--- config.mk ---
export PLATFORM = sky130hd
export DESIGN_NAME = axis_rr_arbiter
export DESIGN_NICKNAME = d
export VERILOG_FILES = /design/src/rtl/axis_arb_pkg.sv /design/src/rtl/rr_pick.sv /design/src/rtl/axis_rr_arbiter.sv
export SDC_FILE = /design/constraint.sdc
export NUM_CORES = 1
export LEC_CHECK = 0
export BUFFER_PORTS_ARGS = -buffer_cell sky130_fd_sc_hd__buf_2
export CORE_ASPECT_RATIO = 1.1
export CORE_MARGIN = 2
export CORE_UTILIZATION = 36
export CTS_BUF_LIST = sky130_fd_sc_hd__clkbuf_16
export CTS_CLUSTER_SIZE = 16
export DETAILED_ROUTE_END_ITERATION = 8
export PLACE_DENSITY = 0.86
export SYNTH_ARGS = -nofsm -noshare
export SYNTH_HDL_FRONTEND = slang
export SYNTH_SLANG_ARGS = --single-unit
--- constraint.sdc ---
create_clock -name clk -period 3.3 [get_ports clk]
set_clock_uncertainty 0.1 [all_clocks]
set_input_delay 0.66 -clock clk [delete_from_list [all_inputs] [get_ports clk]]
set_output_delay 0.66 -clock clk [all_outputs]
set_load 0.05 [all_outputs]
--- src/rtl/axis_arb_pkg.sv ---
// Shared types and defaults for the AXI-Stream round-robin arbiter.
// The optional packet length limit is enabled by AXIS_ARB_MAXLEN_EN.
package axis_arb_pkg;

  localparam int unsigned DW_DEF     = 32'd8;
  localparam int unsigned NS_DEF     = 32'd4;
  localparam int unsigned MAXLEN_DEF = 32'd256;

  typedef enum logic [0:0] {
    IDLE = 1'b0,
    BUSY = 1'b1
  } arb_state_e;

  // Folds an index in [0, 2*ns) back into [0, ns).
  function automatic int unsigned rr_wrap(input int unsigned idx, input int unsigned ns);
    return (idx >= ns) ? (idx - ns) : idx;
  endfunction

endpackage

--- src/rtl/rr_pick.sv ---
// Combinational round-robin picker: first requester at or after ptr, wrapping.
module rr_pick
  import axis_arb_pkg::*;
#(
  parameter  int unsigned NS = NS_DEF,
  localparam int unsigned GW = $clog2(NS)
) (
  input  logic [NS-1:0] req,
  input  logic [GW-1:0] ptr,
  output logic [GW-1:0] gnt_idx,
  output logic          any_req
);

  logic [GW-1:0] cand_s;
  logic          hit_s;

  // Scan from ptr upward; the first hit wins and later hits are masked.
  always_comb begin
    gnt_idx = '0;
    any_req = 1'b0;
    cand_s  = '0;
    hit_s   = 1'b0;
    for (int unsigned off = 0; off < NS; off++) begin
      cand_s  = GW'(rr_wrap(32'(ptr) + off, NS));
      hit_s   = ~any_req & req[cand_s];
      gnt_idx = hit_s ? cand_s : gnt_idx;
      any_req = any_req | hit_s;
    end
  end

endmodule

--- src/rtl/axis_rr_arbiter.sv ---
// Packet-level round-robin arbiter merging NS AXI-Stream inputs onto one output.
// Defining AXIS_ARB_MAXLEN_EN adds MAXLEN: longer packets are split by a forced tlast.
module axis_rr_arbiter
  import axis_arb_pkg::*;
#(
  parameter int unsigned DW = DW_DEF,
  parameter int unsigned NS = NS_DEF
`ifdef AXIS_ARB_MAXLEN_EN
  ,
  parameter int unsigned MAXLEN = MAXLEN_DEF
`endif
) (
  input  logic                  clk,
  input  logic                  rst,
  input  logic [NS*DW-1:0]      s_tdata,
  input  logic [NS-1:0]         s_tvalid,
  input  logic [NS-1:0]         s_tlast,
  output logic [NS-1:0]         s_tready,
  output logic [DW-1:0]         m_tdata,
  output logic                  m_tvalid,
  output logic                  m_tlast,
  input  logic                  m_tready,
  output logic [$clog2(NS)-1:0] grant,
  output logic                  busy
);

  localparam int unsigned GW = $clog2(NS);

  arb_state_e    state_q, state_d;
  logic [GW-1:0] ptr_q, ptr_d;
  logic [GW-1:0] grant_q, grant_d;

  logic [GW-1:0] pick_idx_s;
  logic          pick_any_s;
  logic [DW-1:0] s_data_a [NS];
  logic [DW-1:0] sel_data_s;
  logic          sel_valid_s;
  logic          sel_last_s;
  logic          force_last_s;
  logic          beat_s;
  logic          end_s;

  rr_pick #(.NS(NS)) u_pick (
    .req     (s_tvalid),
    .ptr     (ptr_q),
    .gnt_idx (pick_idx_s),
    .any_req (pick_any_s)
  );

  for (genvar i = 0; i < NS; i++) begin : g_unpack
    assign s_data_a[i] = s_tdata[i*DW +: DW];
  end

  assign sel_data_s  = s_data_a[grant_q];
  assign sel_valid_s = s_tvalid[grant_q];
  assign sel_last_s  = s_tlast[grant_q];

  // Output mux: pass-through from the owner while BUSY, fully quiet while IDLE.
  always_comb begin
    m_tdata  = '0;
    m_tvalid = 1'b0;
    m_tlast  = 1'b0;
    s_tready = '0;
    case (state_q)
      BUSY: begin
        m_tdata  = sel_data_s;
        m_tvalid = sel_valid_s;
        m_tlast  = sel_last_s | force_last_s;
        s_tready = {{(NS-1){1'b0}}, m_tready} << grant_q;
      end
      default: begin
        m_tdata  = '0;
        m_tvalid = 1'b0;
        m_tlast  = 1'b0;
        s_tready = '0;
      end
    endcase
  end

  assign beat_s = m_tvalid & m_tready;
  assign end_s  = beat_s & m_tlast;

  // Grant is only taken in IDLE and only released on a tlast beat, so bubbles hold it.
  always_comb begin
    state_d = state_q;
    ptr_d   = ptr_q;
    grant_d = grant_q;
    case (state_q)
      IDLE: begin
        if (pick_any_s) begin
          state_d = BUSY;
          grant_d = pick_idx_s;
        end else begin
          state_d = IDLE;
        end
      end
      BUSY: begin
        if (end_s) begin
          state_d = IDLE;
          ptr_d   = GW'(rr_wrap(32'(grant_q) + 32'd1, NS));
        end else begin
          state_d = BUSY;
        end
      end
      default: begin
        state_d = IDLE;
      end
    endcase
  end

  // Arbitration state registers.
  always_ff @(posedge clk or negedge rst) begin
    if (!rst) begin
      state_q <= IDLE;
      ptr_q   <= '0;
      grant_q <= '0;
    end else begin
      state_q <= state_d;
      ptr_q   <= ptr_d;
      grant_q <= grant_d;
    end
  end

`ifdef AXIS_ARB_MAXLEN_EN
  localparam int unsigned CW = (MAXLEN > 32'd1) ? $clog2(MAXLEN) : 32'd1;

  logic [CW-1:0] cnt_q, cnt_d;

  // Counter holds the number of beats already accepted in the current grant.
  assign force_last_s = (cnt_q == CW'(MAXLEN - 32'd1));

  // Beat counter: cleared outside BUSY and on every (real or forced) last beat.
  always_comb begin
    if (state_q != BUSY) begin
      cnt_d = '0;
    end else if (beat_s) begin
      cnt_d = m_tlast ? '0 : (cnt_q + CW'(1));
    end else begin
      cnt_d = cnt_q;
    end
  end

  // Beat counter register.
  always_ff @(posedge clk or negedge rst) begin
    if (!rst) begin
      cnt_q <= '0;
    end else begin
      cnt_q <= cnt_d;
    end
  end
`else
  assign force_last_s = 1'b0;
`endif

  assign grant = grant_q;
  assign busy  = (state_q == BUSY);

endmodule
==> results.toml, run 1 <==
[floorplanning]
fp.dieH_microns = 49.86
io-pin-count = 60
core_sq_um = 1782
initial_core_util_pct = 38.62
rows = 16
die_w_microns = 45.69
die-area_sq_um = 2278

[placement]
io_buffers = 59
dp_hpwl_mm = 1.743
gp_congestion = 0.7853
post-place-ws_ns = 0.7474

[setup_path]
cpPeakStageDelay_ns = 0.60
startpoint_type = "flop"
crit_slowest_cell = "mux4_1"
path_buf_inv = 2
worstPathRequired_ns = 2.54
crit_family = "multiplexers"
critPathKind = "flop to output pin"
cp.arrival_ns = 2.04
cp_max_fo = 10
worstSetupEndpointType = "output pin"
path_cells = "buf_4 > mux4_1 > and2_1 > buf_2"

[routing]
wl_mm = 2.128
ant_nets = 0
post_drt_wl_per_cell_microns = 15.20
drt_iter0_markers = 11
drtPass1Iterations = 4
drc = 0
vias_per_cell = 5.450
num_vias = 763

[grt]
grt_pass1_vias = 813
grt_pass1_wl_mm = 3.215
grt_max_degree = 19
grt_overflow_total = 0
antenna_found_initial = 0
grt_use_total_pct = 19.61

[sta]
finalCriticalPeriod_ns = 2.801
finalSetupViolations = 0
drv_slew = 0
max-slew-margin-rel_pct = 55.73
fin_crit_sh_pct = 84.87
hold_violations = 0
worst_slew_pin_slew_ns = 0.6580
postLayoutSetupSlackWorst_ns = 0.4994
rsz0062_at_grt = "no"
max_clock_freq_ghz = 0.3571
tns_ns = 0

[cts]
insertion_delay_ns = 0.23
clock_sinks = 5
cts-root-buf = "clkbuf_16"
post-cts-setup-buffers = 0
cts_resized = 0
clock_path_buffers = 2
cts_tree = "yes"
ctsHtreeMaxLevel = 1
numCtsBuffers = 3
clkTransAtPathRegs_ns = 0.03
cts_hold_buf = 0

[yosys]
ys_types = 24
seq_area_frac_synth_pct = 18.18
syn-cell-area_sq_um = 688.2
synth-warning-count = 0
synth_fp_nets = 105
syn_area_per_cell_sq_um = 11.10
synthCells = 62
yosys_register_bits = 5

[pwr]
power_frac_clock_pct = 16.2
p_comb_share_pct = 70.2
seqPwrFrac_pct = 13.6
ir_drop_mv = 0.6124
p_int_mw = 0.5431
p_leak_nw = 0.5515
power_mw = 1.229
power_density_nw_per_um2 = 1167
switching_power_mw = 0.6863
p_sw_share_pct = 55.82

[final_layout]
diodes = 0
nets = 166
syn_to_final_growth_pct = 53.09
drive_gt1_share_pct = 56.56

[status]
status = "complete, no violations"

[min_path]
hold_class = "input pin to asynchronous set/reset pin"

[flow_run]
max-cap-violations = 0
[routing by layer]
metal  track usage [%]  share of wire (%)
met1             14.75                 31
met2             40.61                 57
met3             7.326                 11
met4             5.882               0.66
met5                 0                  0
[final timing paths]
path / start / end / slack (ns) / depth (start not counted)
worst min-delay path: rst / ptr_q[0]$_DFFE_PN0P_ / 0.14 / 1
worst max register to register: grant[0]$_DFFE_PN0P_ / ptr_q[0]$_DFFE_PN0P_ / 1.60 / 5
worst min register to register: ptr_q[0]$_DFFE_PN0P_ / ptr_q[0]$_DFFE_PN0P_ / 0.52 / 2
min in group clk: ptr_q[0]$_DFFE_PN0P_ / ptr_q[0]$_DFFE_PN0P_ / 0.52 / 2
max in group asynchronous: rst / grant[1]$_DFFE_PN0P_ / 2.82 / 1
worst max-delay path: grant[0]$_DFFE_PN0P_ / m_tdata[3] / 0.50 / 4
[power by group through the flow]
stage	Combinational [mW]	Sequential (mW)	Clock, mW
global placement	0.844	0.162	0
finish	0.863	0.167	0.199
detailed placement	0.862	0.168	0
floorplan	0.705	0.176	0
CTS	0.866	0.167	0.202
global route	0.913	0.176	0.206
[layout make-up]
| class | count | area, sq um |
|---|---|---|
| inverters | 4 | 15.01 |
| multi-input cells | 49 | 508.0 |
| clock inverters | 1 | 5.005 |
| repair buffers | 60 | 302.8 |
| flip-flops and latches | 5 | 125.1 |
| clock buffers | 3 | 75.07 |
| fillers | 152 | 728.2 |
| well taps | 18 | 22.52 |
[Yosys cell counts]
cell type  number  area (sq um)
buf_2           1         5.000
o31ai_1         1         7.510
mux4_2          3         67.56
inv_1           4         15.01
o22ai_2         1         12.51
and2_1         11         68.82
mux2i_1         5         50.05
nand3b_1        1         7.510
o2bb2ai_1       1         8.760
a21oi_1         3         15.01
nand2_2         1         6.260
nor2_1          6         22.52
buf_6           1         11.26
nand3_1         1         5.000
a22oi_1         1         7.510
xnor2_1         1         8.760
nor2b_1         1         6.260
mux4_1          7         183.9
o41ai_1         1         8.760
clkbuf_1        1         3.750
nor4_1          1         6.260
dfrtp_1         5         125.1
buf_12          1         20.02
o21ai_0         3         15.01
[sequential cells by signal, indices dropped and copies added, names as in the netlist]
signal,flops
ptr_q,2
grant,2
busy,1
[through the flow]
stage               cell area, sq um  util (%)  std cells  hold slack (ns)
floorplan                      688.2         -         62           0.2644
global placement               973.4     54.63        136           0.3733
detailed placement             973.4     54.63        136           0.3792
CTS                             1054     59.13        140           0.1405
global route                    1054     59.13        140           0.1426
finish                          1054     59.13        140           0.1429
[cells by family after synthesis]
logic type / Yosys count / synth area share, %
AND/OR/NAND/NOR: 22 / 17.82
multiplexers: 15 / 43.82
AO/OA/AOI/OAI: 11 / 10.91
buffers and inverters: 8 / 7.998
flip-flops: 5 / 18.18
XOR/XNOR: 1 / 1.273
[cells in the final DEF (no fill, tap or decap)]
cell	netlist	layout
buf_2	1	59
and2_1	11	11
mux4_1	7	7
nor2_1	6	6
mux2i_1	5	5
dfrtp_1	5	5
inv_1	4	4
mux4_2	3	3
a21oi_1	3	3
o21ai_0	3	3
clkbuf_16	0	3
nand3_1	1	1
nand3b_1	1	1
o22ai_2	1	1
nor4_1	1	1
nor2b_1	1	1
xnor2_1	1	1
nand2_2	1	1
o31ai_1	1	1
a22oi_1	1	1
o2bb2ai_1	1	1
o41ai_1	1	1
clkinv_2	0	1
buf_4	0	1
Power figures use the tool's default switching activity.
==> inputs of run 2 (changes only) <==
--- a/config.mk
+++ b/config.mk
@@ -8,11 +8,11 @@
 export BUFFER_PORTS_ARGS = -buffer_cell sky130_fd_sc_hd__buf_2
 export CORE_ASPECT_RATIO = 1.1
 export CORE_MARGIN = 2
-export CORE_UTILIZATION = 36
+export CORE_UTILIZATION = 34
 export CTS_BUF_LIST = sky130_fd_sc_hd__clkbuf_16
 export CTS_CLUSTER_SIZE = 16
 export DETAILED_ROUTE_END_ITERATION = 8
-export PLACE_DENSITY = 0.86
+export PLACE_DENSITY = 0.85
 export SYNTH_ARGS = -nofsm -noshare
 export SYNTH_HDL_FRONTEND = slang
 export SYNTH_SLANG_ARGS = --single-unit
==> constraint.sdc (replaced) <==
create_clock -name clk -period 2.49 [get_ports clk]
set_clock_uncertainty 0.1 [all_clocks]
set_input_delay 0.498 -clock clk [delete_from_list [all_inputs] [get_ports clk]]
set_output_delay 0.498 -clock clk [all_outputs]
set_load 0.05 [all_outputs]
==> run 2 against run 1 <==
Register-to-register slack worse by 0.71 ns. Global-route usage decreased by 1.3 points. Die area rose by 5.4%. Cell area rose by 2.9%. Total power up 33%. Clock power up 31%. Cell count rose by 8.6%. Non-clock buffer count rose by 2.
==> results.toml, run 2 (synthesis gave the netlist of run 1 again) <==
[cts]
cts_tree = "yes"
post-cts-setup-buffers = 0
numCtsBuffers = 3
insertion_delay_ns = 0.23
clkTransAtPathRegs_ns = 0.03
clock_sinks = 5
cts-root-buf = "clkbuf_16"
clock_path_buffers = 2
ctsHtreeMaxLevel = 1

[setup_path]
crit_family = "multiplexers"
cp.arrival_ns = 1.77
path_buf_inv = 2
startpoint_type = "flop"
crit_slowest_cell = "mux4_1"
critPathKind = "flop to output pin"
cp_max_fo = 8
worstPathRequired_ns = 1.89
worstSetupEndpointType = "output pin"
cpPeakStageDelay_ns = 0.57
path_cells = "buf_4 > mux4_1 > and2_1 > buf_2"

[floorplanning]
die_w_microns = 46.90
initial_core_util_pct = 35.17
die-area_sq_um = 2400
io-pin-count = 60
fp.dieH_microns = 51.19
core_sq_um = 1957
rows = 17

[pwr]
p_leak_nw = 0.5609
p_sw_share_pct = 55.29
ir_drop_mv = 0.7251
power_frac_clock_pct = 16.0
p_int_mw = 0.7311
seqPwrFrac_pct = 13.0
power_density_nw_per_um2 = 1509
switching_power_mw = 0.9043
p_comb_share_pct = 71.0

[final_layout]
drive_gt1_share_pct = 56.45
diodes = 0
syn_to_final_growth_pct = 57.45
final_cell_mix = "59 x buf_2, 11 x and2_1, 7 x mux4_1, 6 x nor2_1"
mostFrequentLayoutCell = "buf_2"
fin_area_sq_um = 1084
nets = 168

[flow_run]
max-cap-violations = 0

[sta]
max_clock_freq_ghz = 0.4226
fin_crit_sh_pct = 95.04
postLayoutSetupSlackWorst_ns = 0.1236
finalSetupViolations = 0
tns_ns = 0
drv_slew = 0
hold_violations = 0
finalCriticalPeriod_ns = 2.366
max-slew-margin-rel_pct = 66.27
worst_slew_pin_slew_ns = 0.5013
rsz0062_at_grt = "no"

[routing]
drtPass1Iterations = 4
wl_mm = 2.026
ant_nets = 0
wl_met2_mm = 1.069
num_vias = 766
drc = 0
post_drt_wl_per_cell_microns = 13.33
wl_met3_microns = 225
wl_met1_microns = 694
dr.max_layer_used = "met4"
drt_iter0_markers = 8
vias_per_cell = 5.039

[grt]
grt_pass1_vias = 795
antenna_found_initial = 0
grt_use_total_pct = 18.29
grt_overflow_total = 0
grt_pass1_wl_mm = 3.139
grt_max_degree = 19

[placement]
post-place-ws_ns = 0.2859
dp_hpwl_mm = 1.717
gp_congestion = 0.6910
io_buffers = 59
placed_area_sq_um = 993.5

[min_path]
hold_class = "flop to flop"

[status]
status = "complete, no violations"
==> run 2: changes by cell type in the layout (fill, tap and decap cells not counted) <==
cell / change
dlygate4sd3_1: +1
dfrtp_1: -1
buf_4: +1
clkinv_2: -1
dfrtp_2: +1
inv_1: +1
==> run 2: per-stage QoR <==
step / hold WS [ns] / util (%) / std cells / power (mW)
2_1_floorplan: 0.1024 / - / 62 / 1.167
3_3_place_gp: 0.2108 / 50.77 / 147 / 1.347
3_5_place_dp: 0.2159 / 50.77 / 147 / 1.381
4_1_cts: 0.5099 / 55.31 / 152 / 1.651
5_1_grt: 0.4764 / 55.37 / 152 / 1.728
6_report: 0.4544 / 55.37 / 152 / 1.635
==> run 2: what timing repair did <==
| action | 4_1_cts | 5_1_grt |
|---|---|---|
| endpoints found under the hold margin | 5 | 0 |
| endpoints found under the setup margin | 0 | 1 |
| hold buffers | 1 | 0 |
| gates resized for setup | 0 | 1 |
==> run 2: final cells by class <==
class	instances	area (sq um)
Sequential cell	5	126.4
Inverter	4	15.01
Tap cell	28	35.03
Clock inverter	1	3.754
Multi-Input combinational cell	49	508.0
Fill cell	183	873.3
Timing Repair Buffer	62	320.3
Clock buffer	3	75.07
==> run 2: final timing paths <==
kind | startpoint | endpoint | slack (ns) | cells past startpoint
max | grant[0]$_DFFE_PN0P_ | m_tlast | 0.12 | 4
min | grant[0]$_DFFE_PN0P_ | ptr_q[0]$_DFFE_PN0P_ | 0.45 | 1
max reg2reg | grant[1]$_DFFE_PN0P_ | ptr_q[1]$_DFFE_PN0P_ | 0.89 | 4
min reg2reg | grant[0]$_DFFE_PN0P_ | ptr_q[0]$_DFFE_PN0P_ | 0.45 | 1
max in group asynchronous | rst | grant[0]$_DFFE_PN0P_ | 1.63 | 2
min in group asynchronous | rst | ptr_q[1]$_DFFE_PN0P_ | 0.52 | 2
==> run 2: power by group through the flow <==
stage	clock network (mW)	logic [mW]	registers [mW]
5_1_grt	0.270	1.23	0.224
2_1_floorplan	0	0.934	0.233
3_5_place_dp	0	1.17	0.213
3_3_place_gp	0	1.14	0.208
4_1_cts	0.269	1.17	0.211
6_report	0.261	1.16	0.213
==> run 2: metal layers <==
layer | vias to the layer above | global-route usage [%]
met3 | 4 | 3.534
met5 | - | 0
met1 | 355 | 16.26
met2 | 42 | 35.39
li1 | 365 | -
met4 | 0 | 10.19
